`src/rtl/operand_fetch.sv`:
```
// Decode/operand-fetch stage: latches IR, reads rs/rt from the register file, presents A/B over valid/ready.
// Also owns the RF write port (registered 1-cycle write pulse) and forwards that pulse into A/B.
module operand_fetch #(
    parameter int DATA_W = 32,
    parameter int ADDR_W = 5
) (
    input  logic              clk,
    input  logic              rst,
    input  logic              in_valid,
    output logic              in_ready,
    input  logic [31:0]       in_instr,
    output logic              out_valid,
    input  logic              out_ready,
    output logic [31:0]       out_instr,
    output logic [DATA_W-1:0] out_a,
    output logic [DATA_W-1:0] out_b,
    input  logic              wb_valid,
    input  logic [ADDR_W-1:0] wb_addr,
    input  logic [DATA_W-1:0] wb_data,
    output logic [ADDR_W-1:0] rf_read_address_0,
    output logic [ADDR_W-1:0] rf_read_address_1,
    input  logic [DATA_W-1:0] rf_read_data_0,
    input  logic [DATA_W-1:0] rf_read_data_1,
    output logic [ADDR_W-1:0] rf_write_address_0,
    output logic              rf_write_en,
    output logic [DATA_W-1:0] rf_write_data
);

    typedef enum logic [1:0] {
        S_IDLE  = 2'd0,
        S_READ  = 2'd1,
        S_VALID = 2'd2
    } state_t;

    state_t              state_q;
    logic [31:0]         ir_q;
    logic [DATA_W-1:0]   a_q, a_d;
    logic [DATA_W-1:0]   b_q, b_d;
    logic                out_valid_q;
    logic                wr_en_q;
    logic [ADDR_W-1:0]   wr_addr_q;
    logic [DATA_W-1:0]   wr_data_q;
    logic [ADDR_W-1:0]   rs, rt;
    logic                fwd_a, fwd_b;

    assign rs = ir_q[21 +: ADDR_W];
    assign rt = ir_q[16 +: ADDR_W];

    // A pending write pulse never targets r0, so a match alone implies a nonzero address.
    assign fwd_a = wr_en_q && (wr_addr_q == rs);
    assign fwd_b = wr_en_q && (wr_addr_q == rt);

    always_comb begin
        a_d = a_q;
        b_d = b_q;
        case (state_q)
            S_READ: begin
                if (rs == '0)      a_d = '0;
                else if (fwd_a)    a_d = wr_data_q;
                else               a_d = rf_read_data_0;
                if (rt == '0)      b_d = '0;
                else if (fwd_b)    b_d = wr_data_q;
                else               b_d = rf_read_data_1;
            end
            S_VALID: begin
                if (fwd_a && rs != '0) a_d = wr_data_q;
                if (fwd_b && rt != '0) b_d = wr_data_q;
            end
            default: ;
        endcase
    end

    always_ff @(posedge clk) begin
        if (rst) begin
            state_q     <= S_IDLE;
            ir_q        <= '0;
            a_q         <= '0;
            b_q         <= '0;
            out_valid_q <= 1'b0;
            wr_en_q     <= 1'b0;
            wr_addr_q   <= '0;
            wr_data_q   <= '0;
        end else begin
            // Writeback path runs independently of the operand FSM and is never stalled.
            wr_en_q <= wb_valid && (wb_addr != '0);
            if (wb_valid && (wb_addr != '0)) begin
                wr_addr_q <= wb_addr;
                wr_data_q <= wb_data;
            end
            a_q <= a_d;
            b_q <= b_d;
            case (state_q)
                S_IDLE: begin
                    if (in_valid) begin
                        ir_q    <= in_instr;
                        state_q <= S_READ;
                    end
                end
                S_READ: begin
                    state_q     <= S_VALID;
                    out_valid_q <= 1'b1;
                end
                S_VALID: begin
                    if (out_ready) begin
                        state_q     <= S_IDLE;
                        out_valid_q <= 1'b0;
                    end
                end
                default: begin
                    state_q     <= S_IDLE;
                    out_valid_q <= 1'b0;
                end
            endcase
        end
    end

    assign in_ready           = (state_q == S_IDLE);
    assign out_valid          = out_valid_q;
    assign out_instr          = ir_q;
    assign out_a              = a_q;
    assign out_b              = b_q;
    assign rf_read_address_0  = rs;
    assign rf_read_address_1  = rt;
    assign rf_write_address_0 = wr_addr_q;
    assign rf_write_en        = wr_en_q;
    assign rf_write_data      = wr_data_q;

endmodule

```
`config.mk`:
```
export PLATFORM = sky130hd
export DESIGN_NAME = operand_fetch
export DESIGN_NICKNAME = d
export VERILOG_FILES = /design/src/rtl/operand_fetch.sv
export SDC_FILE = /design/constraint.sdc
export NUM_CORES = 1
export LEC_CHECK = 0
export CORE_MARGIN = 8
export CORE_UTILIZATION = 45
export DETAILED_ROUTE_END_ITERATION = 8
export GPL_TIMING_DRIVEN = 0
export PLACE_DENSITY = 0.95
export SLEW_MARGIN = 10
export SYNTH_ARGS = -nofsm -noshare
export SYNTH_HDL_FRONTEND = slang
export SYNTH_SLANG_ARGS = --single-unit
```
`constraint.sdc`:
```
create_clock -name clk -period 4.85 [get_ports clk]
set_input_delay 0.485 -clock clk [delete_from_list [all_inputs] [get_ports clk]]
set_output_delay 0.485 -clock clk [all_outputs]
set_load 0.05 [all_outputs]
```
======== Word-level counts from Yosys, hierarchy flattened ========
Cells that the tools add are included.
word-level totals
  output and inout port bits .............. 146
  bits in registers ....................... 137
  logic and storage cells ................. 47
  input bits .............................. 138
cells by class
  multiplexer cells ....................... 13
  bitwise operators ....................... 1
  equality and inequality tests ........... 8
  reduce and logical (&&, ||, !) cells .... 17
operator list
  operator                                              count
  two-way mux 32 bit                                    6
  case mux 32 bit (2 select lines)                      2
  nonzero test 5 bit                                    3
  equality test 5 bit                                   2
  zero test 5 bit                                       2
  AND reduction 2 bit                                   5
  inequality test 2 bit (second input constant)         4
  case mux 2 bit (3 select lines)                       1
  logical AND 1 bit                                     5
  two-way mux 2 bit                                     2
  case mux 1 bit (3 select lines)                       1
  equality test 2 x 1 -> 1 bit (second input constant)  1
  equality test 2 bit (second input constant)           1
  zero test 2 bit                                       1
  nonzero test 2 bit                                    1
  two-way mux 1 bit                                     1
  NOT 1 bit                                             1

======== Longest topological paths before layout ========
Gate-level depths: netlist (run 1).
  depth after elaboration ................. 5
  depth in mapped cells ................... 7
  mapped depth without buffers ............ 5

======== Least setup slack after synthesis (run 1) ========
OpenSTA, ideal clock, no wires.
  path type ............................... reg2reg
  start point ............................. reg ir_q[21], in the netlist out_instr[21]
  end point ............................... reg a_q[10], in the netlist out_a[10]
  period minus slack after synthesis ...... 2248 ps
  cell stages (with the launch flop) ...... 8
  path buffers ............................ 2
  library setup time ...................... 86 ps
  arrival time ............................ 2162 ps
  data required time ...................... 4764 ps
  slack ................................... 2602 ps
  path through ............................ dfxtp_1 > xnor2_1 > nand3_2 > or4_1 > buf_6 > buf_12 > mux2i_1 > a211oi_1
on the way
  word-level cells in the longest chain between the ends .. 5
  elaborated cells between the ends (all ways) .. 10
  classes of those cells .................. eq/ne: 2; mux: 3; reduce/logical: 5
RTL lines
  what                                                                            RTL line  source
  start: declaration                                                              36        logic [31:0] ir_q;
  start signal: assignment                                                        95        ir_q <= in_instr;
  equality test 5 bit                                                             50        assign fwd_a = wr_en_q && (wr_addr_q == rs);
  logical AND 1 bit                                                               50
  two-way mux 32 bit / logical AND 1 bit (equally long branches)                  59, 66
  two-way mux 32 bit / inequality test 2 bit (equally long branches)              -
  case mux 32 bit (2 select lines) / AND reduction 2 bit (equally long branches)  -
  end signal: assignment                                                          77        a_q <= '0;
  end signal: assignment                                                          90        a_q <= a_d;
  end: declaration                                                                37        logic [DATA_W-1:0] a_q, a_d;
Parallel ways exist; a longest one is shown, timed or not.
A chain may end at the register's enable or synchronous reset.

======== Worst setup path in the final report (run 1) ========
  start point ............................. reg ir_q[17], in the netlist out_instr[17]
  end point ............................... reg b_q[11], in the netlist out_b[11]
on the way
  word-level cells in the longest chain between the ends .. 5
  elaborated cells between the ends (all ways) .. 10
  classes of those cells .................. eq/ne: 2; mux: 3; reduce/logical: 5
RTL lines
  what                                                                            RTL line  source
  equality test 5 bit                                                             51        assign fwd_b = wr_en_q && (wr_addr_q == rt);
  logical AND 1 bit                                                               51
  two-way mux 32 bit / logical AND 1 bit (equally long branches)                  62, 67
  two-way mux 32 bit / inequality test 2 bit (equally long branches)              -
  case mux 32 bit (2 select lines) / AND reduction 2 bit (equally long branches)  -
  end signal: assignment                                                          78        b_q <= '0;
  end signal: assignment                                                          91        b_q <= b_d;
  end: declaration                                                                38        logic [DATA_W-1:0] b_q, b_d;
Parallel ways exist; a longest one is shown, timed or not.

==> flow_metrics.tcl, run 1 <==
set metrics [dict create \
    outcome "complete, no violations" \
    grt_pass1_wl_um 37600 \
    post-route-min-period_ns 2.42 \
    ios 284 \
    synth_top_area_frac 0.453 \
    synth_nets 851 \
    slew_viol_final 0 \
    synth_edf_count 0 \
    drtIter0Drc 366 \
    hold_violations 0 \
    syn_area_mm2 0.00606 \
    wirelength_um 24400 \
    cp-end-kind "flip-flop" \
    postSynth.asyncResetShare 0 \
    fillers 957 \
    cap_violations 0 \
    synth_top_cells_by_count "141 x nand2_1, 137 x dfxtp_1, 72 x a21oi_1, 70 x mux2i_1, 49 x o21ai_0" \
    arrival_ns 2.68 \
    path_max_fanout 10 \
    critPathLaunchType "flip-flop" \
    cellLeakagePower_uw 0.00354 \
    relSlewSlack 0.370 \
    hpwl_um 18300 \
    hp-class "reg2reg" \
    power_density_mw_per_mm2 366 \
    io_buffers 283 \
    drive_above_1_share 0.0652 \
    drc 0 \
    synth-main-ff-cell "dfxtp_1" \
    htree_levels 4 \
    post_drt_wl_per_cell_um 20.3 \
    rsz0062_at_grt "no" \
    insertion_delay_ns 0.42 \
    die_w_um 132 \
    num_rows 42 \
    cts_made_buffers 17 \
    cts_tree "done" \
    finalPower_uw 3570 \
    grt_overflow 0 \
    required_ns 5.11 \
    synthMostInstantiatedCell "nand2_1" \
    fin_cells 1203 \
    setup-violations-final 0 \
    via_per_inst 5.47 \
    antenna_found_initial 0 \
    initial_core_util 0.459 \
    synth.area.top_cells "dfxtp_1 45%, mux2i_1 12%, nand2_1 8.7%, a21oi_1 5.9%, a221oi_1 4.6%" \
    postCtsHoldBufs 0 \
    yosys_warnings 0 \
    cp_slowest_cell "clkbuf_1" \
    post-cts-setup-buffers 0 \
    peakVddDrop_v 0.000259 \
    dp.cells 1172 \
    final.setup.tns_ns 0 \
    fin_nets 1153 \
    critPathMaxStageDelay_ns 0.57 \
    vias 6580 \
    grt_pass1_vias 6806 \
    grt_max_degree 17 \
    finClkSkew_ns 0.00691 \
    antenna_cells 0 \
    path_clk_slew_ns 0.06 \
    synth.avg_cell_area_um2 8.50 \
    postRouteAntennaNets 0 \
    synth-compound-area-share 0.199 \
    firstDrtPassIters 7 \
    place.gp.congestion 0.822 \
    synthXorXnorAreaFrac 0.0145 \
    synthMuxAreaShare 0.116 \
    syn_inst 713 \
    yosysSeqAreaShare 0.453 \
    fp.dieH_um 132 \
    synth_largest_area_cell "dfxtp_1" \
    max_freq_mhz 414 \
    worst_slew_pin_slew_ns 0.945 \
    synth_top_family_by_area "compound AO/OA/AOI/OAI gates" \
    syn_to_final_growth_pct 60.7 \
    synthAdderAreaFrac 0 \
    crit_chain "nor4_1, a211oi_1, a21oi_1, clkbuf_1, a221oi_1" \
    die-area_mm2 0.0174 \
    cts_resized 0 \
    cts_buffer_depth 2 \
    core_mm2 0.0132 \
    grtUsageTotal 0.273 \
    critical_path_class "reg2reg" \
    cts-root-buf "clkbuf_16" \
    synth_simple_gate_area_share 0.142 \
    ys_ff_latch 137 \
    fin_crit_sh 0.498 \
    synth.distinct_cells 35 \
    cts_sinks 137 \
]
==> metal layers <==
metal  vias to the layer above  track usage  share of wire
met5                         -            0              0
met4                         0        0.120          0.030
met3                        53       0.0907          0.093
met2                       334        0.477           0.49
met1                      3107        0.295           0.38
li1                       3086            -              -
==> sequential cells by signal, summed over array words and instances (netlist names) <==
name and flops:
out_a 32, out_b 32, out_instr 32, out_valid 1
rf_write_address_0 5, rf_write_data 32, rf_write_en 1, state_q 2
==> through the flow <==
step	instance area (um^2)	utilization	setup WS [ns]	hold slack, ns
floorplan	6060	-	2.60	0.481
global placement	9110	0.691	2.34	0.442
detailed placement	9110	0.691	2.27	0.447
CTS	9740	0.738	2.47	0.454
global route	9740	0.738	2.34	0.473
finish	9740	0.738	2.43	0.452
==> layout make-up <==
| type | count | area (um^2) | area share |
|---|---|---|---|
| multi-input combinational | 476 | 2850 | 0.293 |
| timing repair buffer | 283 | 2830 | 0.291 |
| sequential | 137 | 2740 | 0.282 |
| clock buffer | 19 | 453 | 0.0465 |
| buffer | 67 | 342 | 0.0351 |
| tap | 176 | 220 | 0.0226 |
| clock inverter | 12 | 174 | 0.0179 |
| inverter | 33 | 124 | 0.0127 |
==> worst max-delay path, delay by kind of cell, from the launching register on <==
family	cells	cell delay, ns
compound gates	3	0.91
buf+inv	1	0.57
flops	1	0.37
simple gates	1	0.39
==> cell usage in the layout, fill, tap and decap left out, types with 3 or more instances in the layout <==
| master | instances |
|---|---|
| xor2_1 | 5 |
| or2_2 | 6 |
| clkinvlp_4 | 4 |
| nand2_1 | 141 |
| buf_4 | 10 |
| nor2_1 | 7 |
| clkbuf_1 | 41 |
| o21ai_0 | 49 |
| inv_1 | 33 |
| a221oi_1 | 32 |
| xnor2_1 | 5 |
| buf_2 | 11 |
| dfxtp_1 | 137 |
| mux2i_1 | 70 |
| a21oi_1 | 72 |
| clkdlybuf4s50_1 | 283 |
| o21ai_1 | 10 |
| bufinv_16 | 4 |
| buf_6 | 3 |
| a211oi_1 | 33 |
| clkinv_2 | 3 |
| nor3_1 | 28 |
| clkbuf_16 | 17 |
==> where the power goes <==
part / leakage, uW / internal [uW] / switching (uW)
registers: 0.00113 / 1210 / 69.8
logic: 0.00212 / 351 / 548
clock network: 0.000297 / 882 / 509
==> worst paths after layout <==
path                  from            end  slack [ns]  depth (start not counted)
min          out_instr[28]  out_instr[28]        0.45                          2
max reg2reg  out_instr[17]      out_b[11]        2.43                          5
max          out_instr[17]      out_b[11]        2.43                          5
min reg2reg  out_instr[28]  out_instr[28]        0.45                          2
==> kinds of logic after synthesis <==
kind of cell,Yosys count
and+or+nand+nor,197
AOI/OAI and AO/OA,199
muxes,70
DFF,137
xor gates and xnor gates,10
buffers and inverters,100
(Power assumes the default switching activity.)
==> run 2, diff against run 1 <==
--- a/config.mk
+++ b/config.mk
@@ -6,10 +6,10 @@
 export NUM_CORES = 1
 export LEC_CHECK = 0
 export CORE_MARGIN = 8
-export CORE_UTILIZATION = 45
+export CORE_UTILIZATION = 41
 export DETAILED_ROUTE_END_ITERATION = 8
 export GPL_TIMING_DRIVEN = 0
-export PLACE_DENSITY = 0.95
+export PLACE_DENSITY = 0.89
 export SLEW_MARGIN = 10
 export SYNTH_ARGS = -nofsm -noshare
 export SYNTH_HDL_FRONTEND = slang
==> constraint.sdc (replaced) <==
create_clock -name clk -period 2.44 [get_ports clk]
set_input_delay 0.244 -clock clk [delete_from_list [all_inputs] [get_ports clk]]
set_output_delay 0.244 -clock clk [all_outputs]
set_load 0.05 [all_outputs]
==> run 2 against run 1 <==
Net effect: power increased by 97%; via count decreased by 0.88%; register-to-register slack got worse by 2.3 ns; sequential cell count unchanged; wire length increased by 0.19%; utilization decreased by 6.5 points; global-route usage decreased by 2.1 points; combinational power increased by 99%; sequential share of layout area about the same; clock-buffer cell count increased by 5.
==> flow_metrics.tcl, run 2 (same netlist as run 1, synthesis figures left out) <==
set metrics [dict create \
    outcome "complete, no violations" \
    via_per_inst 5.37 \
    hp-class "in2reg" \
    drtIter0Drc 403 \
    final.setup.tns_ns 0 \
    insertion_delay_ns 0.42 \
    cts_sinks 137 \
    relSlewSlack 0.408 \
    fin_cells 1214 \
    initial_core_util 0.419 \
    fp.dieH_um 138 \
    hpwl_um 18400 \
    crit_chain "or4_4, nor2_4, a21oi_1, clkbuf_1, o21ai_0, a211oi_1" \
    postRouteAntennaNets 0 \
    worstPathBufferInverterCount 1 \
    max_freq_mhz 429 \
    syn_to_final_growth_pct 61.0 \
    cp-end-kind "flip-flop" \
    antenna_cells 0 \
    critPathMaxStageDelay_ns 0.70 \
    dp_slack_ns 0.0965 \
    grtUsageTotal 0.252 \
    path_clk_slew_ns 0.06 \
    grt_pass1_wl_um 36300 \
    grt_overflow 0 \
    critical_path_class "reg2reg" \
    cp_top_family "compound AO/OA/AOI/OAI gates" \
    cts_buffer_depth 2 \
    htree_levels 4 \
    finalPower_uw 7030 \
    io_buffers 283 \
    num_rows 44 \
    setup_ws_ns 0.108 \
    finClkSkew_ns 0.00750 \
    final_cell_mix "283 x clkdlybuf4s50_1, 141 x nand2_1, 137 x dfxtp_1" \
    core_mm2 0.0145 \
    post-route-min-period_ns 2.33 \
    cts_made_buffers 17 \
    power_density_mw_per_mm2 721 \
    grt_pass1_vias 6614 \
    die-area_mm2 0.0189 \
    arrival_ns 2.65 \
    drive_above_1_share 0.0641 \
    path_max_fanout 10 \
    slew_viol_final 0 \
    cts_tree "done" \
    ios 284 \
    cts-root-buf "clkbuf_16" \
    die_w_um 138 \
    setup-violations-final 0 \
    firstDrtPassIters 5 \
    dp.cells 1180 \
    vias 6522 \
    fin_nets 1155 \
    post_drt_wl_per_cell_um 20.2 \
    fin_crit_sh 0.956 \
    critPathLaunchType "flip-flop" \
    required_ns 2.76 \
    cap_violations 0 \
    peakVddDrop_v 0.000422 \
    wirelength_um 24500 \
    cp_slowest_cell "a21oi_1" \
    place.gp.congestion 0.843 \
    postCtsHoldBufs 0 \
    grt_max_degree 17 \
    rsz0062_at_grt "no" \
    final_common_cell "clkdlybuf4s50_1" \
    hold_violations 0 \
    cellLeakagePower_uw 0.00355 \
    antenna_found_initial 0 \
    worst_slew_pin_slew_ns 0.889 \
    drc 0 \
]
-- run 2: cell count changes in the layout (fill, tap and decap cells not counted), sizes merged --
cell	previous run	this run
clkinv	4	3
clkbuf	60	65
clkinvlp	4	1
buf	26	28
-- run 2: worst min-delay path, stage by stage --
cell and delay [ns]:
clkdlybuf4s50_1 0.39, nand2_1 0.05, a21oi_1 0.05
-- run 2: repair_timing --
item,in CTS,in global routing
setup buffers,0,2
resized for setup,0,1
endpoints found under the setup margin,0,44
-- run 2: metal layers --
metal	part of all wire	vias up	GRT usage
li1	-	3097	-
met1	0.37	3065	0.275
met2	0.50	312	0.437
met3	0.10	48	0.0835
met4	0.029	0	0.112
met5	0	-	0
-- run 2: worst paths after layout --
path,cells past startpoint,slack (ns),from,endpoint
max reg2reg,6,0.11,out_instr[25],out_a[17]
min reg2reg,2,0.45,out_instr[26],out_instr[26]
min,3,0.37,in_instr[26],out_instr[26]
max,6,0.11,out_instr[25],out_a[17]
-- run 2: per-stage QoR --
stage	hold WS (ns)	util	cell area, um^2
detailed placement	0.447	0.630	9120
floorplan	0.380	-	6060
global route	0.365	0.674	9760
global placement	0.440	0.630	9120
CTS	0.354	0.672	9740
finish	0.370	0.674	9760
-- run 2: final cells by class --
class | count | area, um^2
fillers | 1165 | 4720
plain buffers | 67 | 342
repair buffers | 285 | 2850
inverters | 33 | 124
clock buffers | 24 | 472
clock inverters | 8 | 143
well taps | 184 | 230
multi-input cells | 476 | 2860
flip-flops and latches | 137 | 2740
-- run 2: where the power goes --
| part | total [uW] | switching (uW) | internal, uW |
|---|---|---|---|
| combinational | 1790 | 1090 | 698 |
| clock | 2720 | 955 | 1760 |
| sequential | 2530 | 134 | 2400 |
